--- src/rtl/keypad_scan_debounce.sv ---
// Matrix keypad scanner: walks a one-hot row strobe at a prescaled tick rate,
// debounces press and release on the column lines and reports a binary keycode.
module keypad_scan_debounce #(
  parameter int ROWS     = 4,
  parameter int COLS     = 3,
  parameter int DIV_W    = 16,
  parameter int DEBOUNCE = 3,
  localparam int CODE_W  = (ROWS * COLS > 1) ? $clog2(ROWS * COLS) : 1
) (
  input  logic              fin,
  input  logic              rst_n,
  input  logic              enable,
  input  logic [COLS-1:0]   colum,
  output logic [ROWS-1:0]   scan,
  output logic [CODE_W-1:0] keycode,
  output logic              key_valid,
  output logic              key_held,
  output logic              multi_err
);

  localparam int ROW_W   = $clog2(ROWS);
  localparam int DEB_W   = $clog2(DEBOUNCE + 1);
  localparam bit DEB_ONE = (DEBOUNCE == 1);

  typedef enum logic [1:0] {ST_SCAN, ST_DEB_PRESS, ST_HELD, ST_DEB_REL} state_t;

  logic [DIV_W-1:0]  presc_r;
  logic              tick_s;
  state_t            state_r, state_s;
  logic [ROW_W-1:0]  row_r, row_s;
  logic [COLS-1:0]   col_r, col_s;
  logic [DEB_W-1:0]  deb_r, deb_s;
  logic [CODE_W-1:0] keycode_r, keycode_s;
  logic              valid_r, valid_s;
  logic              held_r, held_s;
  logic              merr_r, merr_s;

  function automatic logic is_onehot(input logic [COLS-1:0] c);
    return (c != '0) && ((c & (c - COLS'(1))) == '0);
  endfunction

  function automatic logic [CODE_W-1:0] col_index(input logic [COLS-1:0] c);
    logic [CODE_W-1:0] idx;
    idx = '0;
    for (int i = 0; i < COLS; i++) begin
      if (c[i]) idx = CODE_W'(i);
      else      idx = idx;
    end
    return idx;
  endfunction

  function automatic logic [ROW_W-1:0] next_row(input logic [ROW_W-1:0] r);
    return (r == ROW_W'(ROWS - 1)) ? '0 : r + ROW_W'(1);
  endfunction

  function automatic logic [CODE_W-1:0] make_code(input logic [COLS-1:0] c,
                                                  input logic [ROW_W-1:0] r);
    return col_index(c) * CODE_W'(ROWS) + CODE_W'(r);
  endfunction

  assign tick_s    = enable & (&presc_r);
  assign scan      = ROWS'(1) << row_r;
  assign keycode   = keycode_r;
  assign key_valid = valid_r;
  assign key_held  = held_r;
  assign multi_err = merr_r;

  // Scan-rate prescaler, held at zero while disabled.
  always_ff @(posedge fin or negedge rst_n) begin
    if (!rst_n)       presc_r <= '0;
    else if (!enable) presc_r <= '0;
    else              presc_r <= presc_r + DIV_W'(1);
  end

  // Next-state and output decode; state only moves on a scan tick.
  always_comb begin
    state_s   = state_r;
    row_s     = row_r;
    col_s     = col_r;
    deb_s     = deb_r;
    keycode_s = keycode_r;
    held_s    = held_r;
    valid_s   = 1'b0;
    merr_s    = 1'b0;
    if (tick_s) begin
      case (state_r)
        ST_SCAN: begin
          if (colum == '0) begin
            row_s = next_row(row_r);
          end else if (is_onehot(colum)) begin
            col_s = colum;
            if (DEB_ONE) begin
              keycode_s = make_code(colum, row_r);
              valid_s   = 1'b1;
              held_s    = 1'b1;
              deb_s     = '0;
              state_s   = ST_HELD;
            end else begin
              deb_s   = DEB_W'(1);
              state_s = ST_DEB_PRESS;
            end
          end else begin
            merr_s = 1'b1;
          end
        end
        ST_DEB_PRESS: begin
          if (colum == col_r) begin
            if (deb_r + DEB_W'(1) == DEB_W'(DEBOUNCE)) begin
              keycode_s = make_code(col_r, row_r);
              valid_s   = 1'b1;
              held_s    = 1'b1;
              deb_s     = '0;
              state_s   = ST_HELD;
            end else begin
              deb_s = deb_r + DEB_W'(1);
            end
          end else begin
            deb_s   = '0;
            state_s = ST_SCAN;
          end
        end
        ST_HELD: begin
          if (colum == '0) begin
            if (DEB_ONE) begin
              held_s  = 1'b0;
              row_s   = next_row(row_r);
              deb_s   = '0;
              state_s = ST_SCAN;
            end else begin
              deb_s   = DEB_W'(1);
              state_s = ST_DEB_REL;
            end
          end else begin
            state_s = ST_HELD;
          end
        end
        ST_DEB_REL: begin
          // Any column activity, single or multiple, means the key is still down.
          if (colum == '0) begin
            if (deb_r + DEB_W'(1) == DEB_W'(DEBOUNCE)) begin
              held_s  = 1'b0;
              row_s   = next_row(row_r);
              deb_s   = '0;
              state_s = ST_SCAN;
            end else begin
              deb_s = deb_r + DEB_W'(1);
            end
          end else begin
            deb_s   = '0;
            state_s = ST_HELD;
          end
        end
        default: begin
          deb_s   = '0;
          state_s = ST_SCAN;
        end
      endcase
    end else begin
      state_s = state_r;
    end
  end

  // FSM and output registers; disable aborts activity but keeps the last keycode.
  always_ff @(posedge fin or negedge rst_n) begin
    if (!rst_n) begin
      state_r   <= ST_SCAN;
      row_r     <= '0;
      col_r     <= '0;
      deb_r     <= '0;
      keycode_r <= '0;
      valid_r   <= 1'b0;
      held_r    <= 1'b0;
      merr_r    <= 1'b0;
    end else if (!enable) begin
      state_r   <= ST_SCAN;
      row_r     <= '0;
      col_r     <= '0;
      deb_r     <= '0;
      valid_r   <= 1'b0;
      held_r    <= 1'b0;
      merr_r    <= 1'b0;
    end else begin
      state_r   <= state_s;
      row_r     <= row_s;
      col_r     <= col_s;
      deb_r     <= deb_s;
      keycode_r <= keycode_s;
      valid_r   <= valid_s;
      held_r    <= held_s;
      merr_r    <= merr_s;
    end
  end

endmodule

--- config.mk ---
export PLATFORM = sky130hd
export DESIGN_NAME = keypad_scan_debounce
export DESIGN_NICKNAME = d
export VERILOG_FILES = /design/src/rtl/keypad_scan_debounce.sv
export SDC_FILE = /design/constraint.sdc
export NUM_CORES = 1
export LEC_CHECK = 0
export CAP_MARGIN = 25
export CELL_PAD_IN_SITES_DETAIL_PLACEMENT = 1
export CELL_PAD_IN_SITES_GLOBAL_PLACEMENT = 2
export CORE_MARGIN = 2
export CORE_UTILIZATION = 32
export DETAILED_ROUTE_END_ITERATION = 10
export PLACE_DENSITY_LB_ADDON = 0.2
export SLEW_MARGIN = 20
export SYNTH_ARGS = -nofsm -noshare
export SYNTH_HDL_FRONTEND = slang
export SYNTH_SLANG_ARGS = --single-unit
--- constraint.sdc ---
create_clock -name fin -period 2.19 [get_ports fin]
set_input_delay 0.438 -clock fin [delete_from_list [all_inputs] [get_ports fin]]
set_output_delay 0.438 -clock fin [all_outputs]
set_load 0.01 [all_outputs]
==> run metrics <==
outcome finished clean; IO Port Bufs 16; fillcell total 605; power per cell area 543 nW/um^2; row count 26; first-pass GRT wire length 8.12 mm; commonest non-fill, non-tap cell in the layout dfrtp_1; period utilization 98.8%; IO Count 17; hold crit path type flop to flop; Post-synth EDFFs 0; total track usage 17.2%; Total Power 0.00129 W; die span in x 78.0 um; share of cells above drive strength 1 24.5%; Mapped Area 1750 sq um; Avg Synthesized Cell Area 9.69 sq um; drt drc 0; placed cells 287; FFs w/ async S/R, synth 100%; CP top delay family simple AND/OR/NAND/NOR gates; Routability Congestion 0.880; CP arrival 2.32 ns; WL/cell 16.0 um; maxcap violations 0; post-synthesis cell type count 41; Critical Path Max Stage Delay 0.73 ns; Final Hold Vio Count 0; Leakage 1.03 nW; Initial Utilization 33.7%; RSZ-0062 raised after global routing yes; CTS tree done; Worst Path Required 2.35 ns; vias in the first global route 1654; largest net degree at the start of global routing 33; final max-slew violation count 0; FF-to-FF path depth 6; root buffer cell clkbuf_8; Top FF cell, synth dfrtp_1; post-synthesis sequential area ratio 45.6%; Area growth syn-to-layout 35.2%; via count 1515; DRT Pass-1 Iters 4; Clock Pin Slew Worst Setup and Hold Paths 0.07 ns; DR iter-0 viols 46; Final Critical Period 2.16 ns; Post-Route WL 4.78 mm; Slowest cell on crit path or4_2; Fmax achieved 462 MHz; commonest non-fill, non-tap cells in the layout dfrtp_1 (32), buf_4 (29), nor2_1 (22), nand2_1 (13), clkdlybuf4s50_1 (13); clock skew 0.00613 ns; Worst Setup Path Type flop to flop; top cells by area, synth dfrtp_1 (46%), xor2_1 (5.5%), nor2_1 (4.9%); startpoint types flop; nets@finish 239; Yosys Warn Count 0; Worst-Skew Late Latency 0.29 ns; die area 6090 sq um; FF+latch count, synth 32; Crit path depth 6; initial antenna violation count 0; non-filler instance count after layout 299; total core area 5200 sq um; Buf/Inv on CP 1; peak supply drop 284 uV; largest area contributor in the netlist dfrtp_1; top cell type's share of synthesized area 45.6%; Antenna Nets Post-Route 0; Syn Nets 192; worst-margin pin slew 0.547 ns; Bufs on Longest Clock Path 2; worst-path cell chain ha_2 > nand4_1 > buf_4 > or4_2 > o311ai_2 > o41ai_1; Slew headroom 63.2%; CTS buffer count 5; # diodes 0; clk sinks 32; Worst Setup End Kind flop; WHS Path Cells 1; H-tree Lvls 2; hpwl dp 3.46 mm; Final setup violation count 0; cell count after synthesis 181; via/cell ratio 5.07; die span in y 78.0 um; worst-path maximum fanout 4; Hold-fix buffers, CTS 0; GRT overflow 0
## path summary, 6_finish.rpt
kind | endpoint | startpoint | slack, ns
max | key_held$_DFFE_PN0P_ | presc_r[1]$_DFF_PN0_ | 0.03
min | keycode[1]$_DFFE_PN0P_ | keycode[1]$_DFFE_PN0P_ | 0.52
max in group asynchronous | presc_r[7]$_DFF_PN0_ | rst_n | 1.32
min reg2reg | keycode[1]$_DFFE_PN0P_ | keycode[1]$_DFFE_PN0P_ | 0.52
min in group asynchronous | col_r[1]$_DFFE_PN0P_ | rst_n | 0.56
max reg2reg | key_held$_DFFE_PN0P_ | presc_r[1]$_DFF_PN0_ | 0.03
## kinds of logic (layout without fill, tap and decap cells)
family,Yosys count,in the layout,share of synthesized area (%)
AND/OR/NAND/NOR,79,79,24.8
flip-flops,32,32,45.6
AO/OA/AOI/OAI,31,31,11.3
XOR/XNOR,17,17,8.49
buffers and inverters,11,59,2.42
multiplexers,6,6,3.71
adder cells (fa/ha/maj),5,5,3.57
## final cells by class
cell class | instances | area (sq um) | share of cell area [%]
timing repair buffer | 46 | 389 | 16.4
clock buffer | 6 | 72.6 | 3.06
sequential | 32 | 801 | 33.8
inverter | 5 | 18.8 | 0.792
multi-input combinational | 138 | 967 | 40.8
clock inverter | 2 | 35.0 | 1.48
tap | 70 | 87.6 | 3.69
## Yosys cell counts, types with 3 or more instances
cell type / n
inv_1: 4
xor2_1: 11
dfrtp_1: 32
nand3_1: 7
a211oi_1: 5
a21oi_1: 7
nand4_1: 4
o21ai_0: 9
nand2_1: 13
and2_1: 6
clkbuf_1: 5
xnor2_1: 6
mux2_2: 4
nor2_1: 23
or2_2: 3
ha_1: 5
nor3_1: 6
## layer usage
metal | part of all wire [%] | up-vias | track usage [%]
li1 | - | 728 | -
met1 | 44 | 765 | 21.3
met2 | 52 | 17 | 29.6
met3 | 2.8 | 5 | 4.48
met4 | 1.2 | 0 | 5.09
met5 | 0 | - | 0
## sequential cells by signal, indices dropped and copies added, names as in the netlist
signal and flops:
presc_r 16, keycode 4, col_r 3, deb_r 2, row_r 2, state_r 2
key_held 1, key_valid 1, multi_err 1
## what timing repair did
| item | 4_1_cts | 5_1_grt |
|---|---|---|
| hold endpoints to repair | 0 | 0 |
| pin swaps | 1 | 2 |
| buffers inserted | 2 | 2 |
| setup endpoints to repair | 8 | 9 |
| resized for setup | 7 | 9 |
| gates cloned | 0 | 0 |
## worst reg2reg max path, cell delays in order, from the launching register on
cell	delay, ns
dfrtp_1	0.36
ha_2	0.19
nand4_1	0.15
buf_4	0.18
or4_2	0.73
o311ai_2	0.29
o41ai_1	0.12
## metrics by stage
step	utilization [%]	hold WS [ns]	instance area [sq um]	setup WS, ns	setup TNS [ns]
final	45.6	0.523	2370	0.0271	0
after global routing	45.6	0.551	2370	-0.0513	-0.0569
after CTS	44.4	0.515	2310	-0.0142	-0.0257
after detailed placement	41.8	0.501	2170	-0.379	-2.65
after global placement	41.8	0.496	2170	-0.306	-1.93
after floorplan	-	0.142	1750	0.0383	0
## power breakdown
| group | internal, W | switching [W] |
|---|---|---|
| clock | 0.000337 | 0.000229 |
| combinational | 0.0000518 | 0.0000685 |
| sequential | 0.000597 | 0.00000461 |
| total | 0.000986 | 0.000302 |
Power figures use the tool's default switching activity.
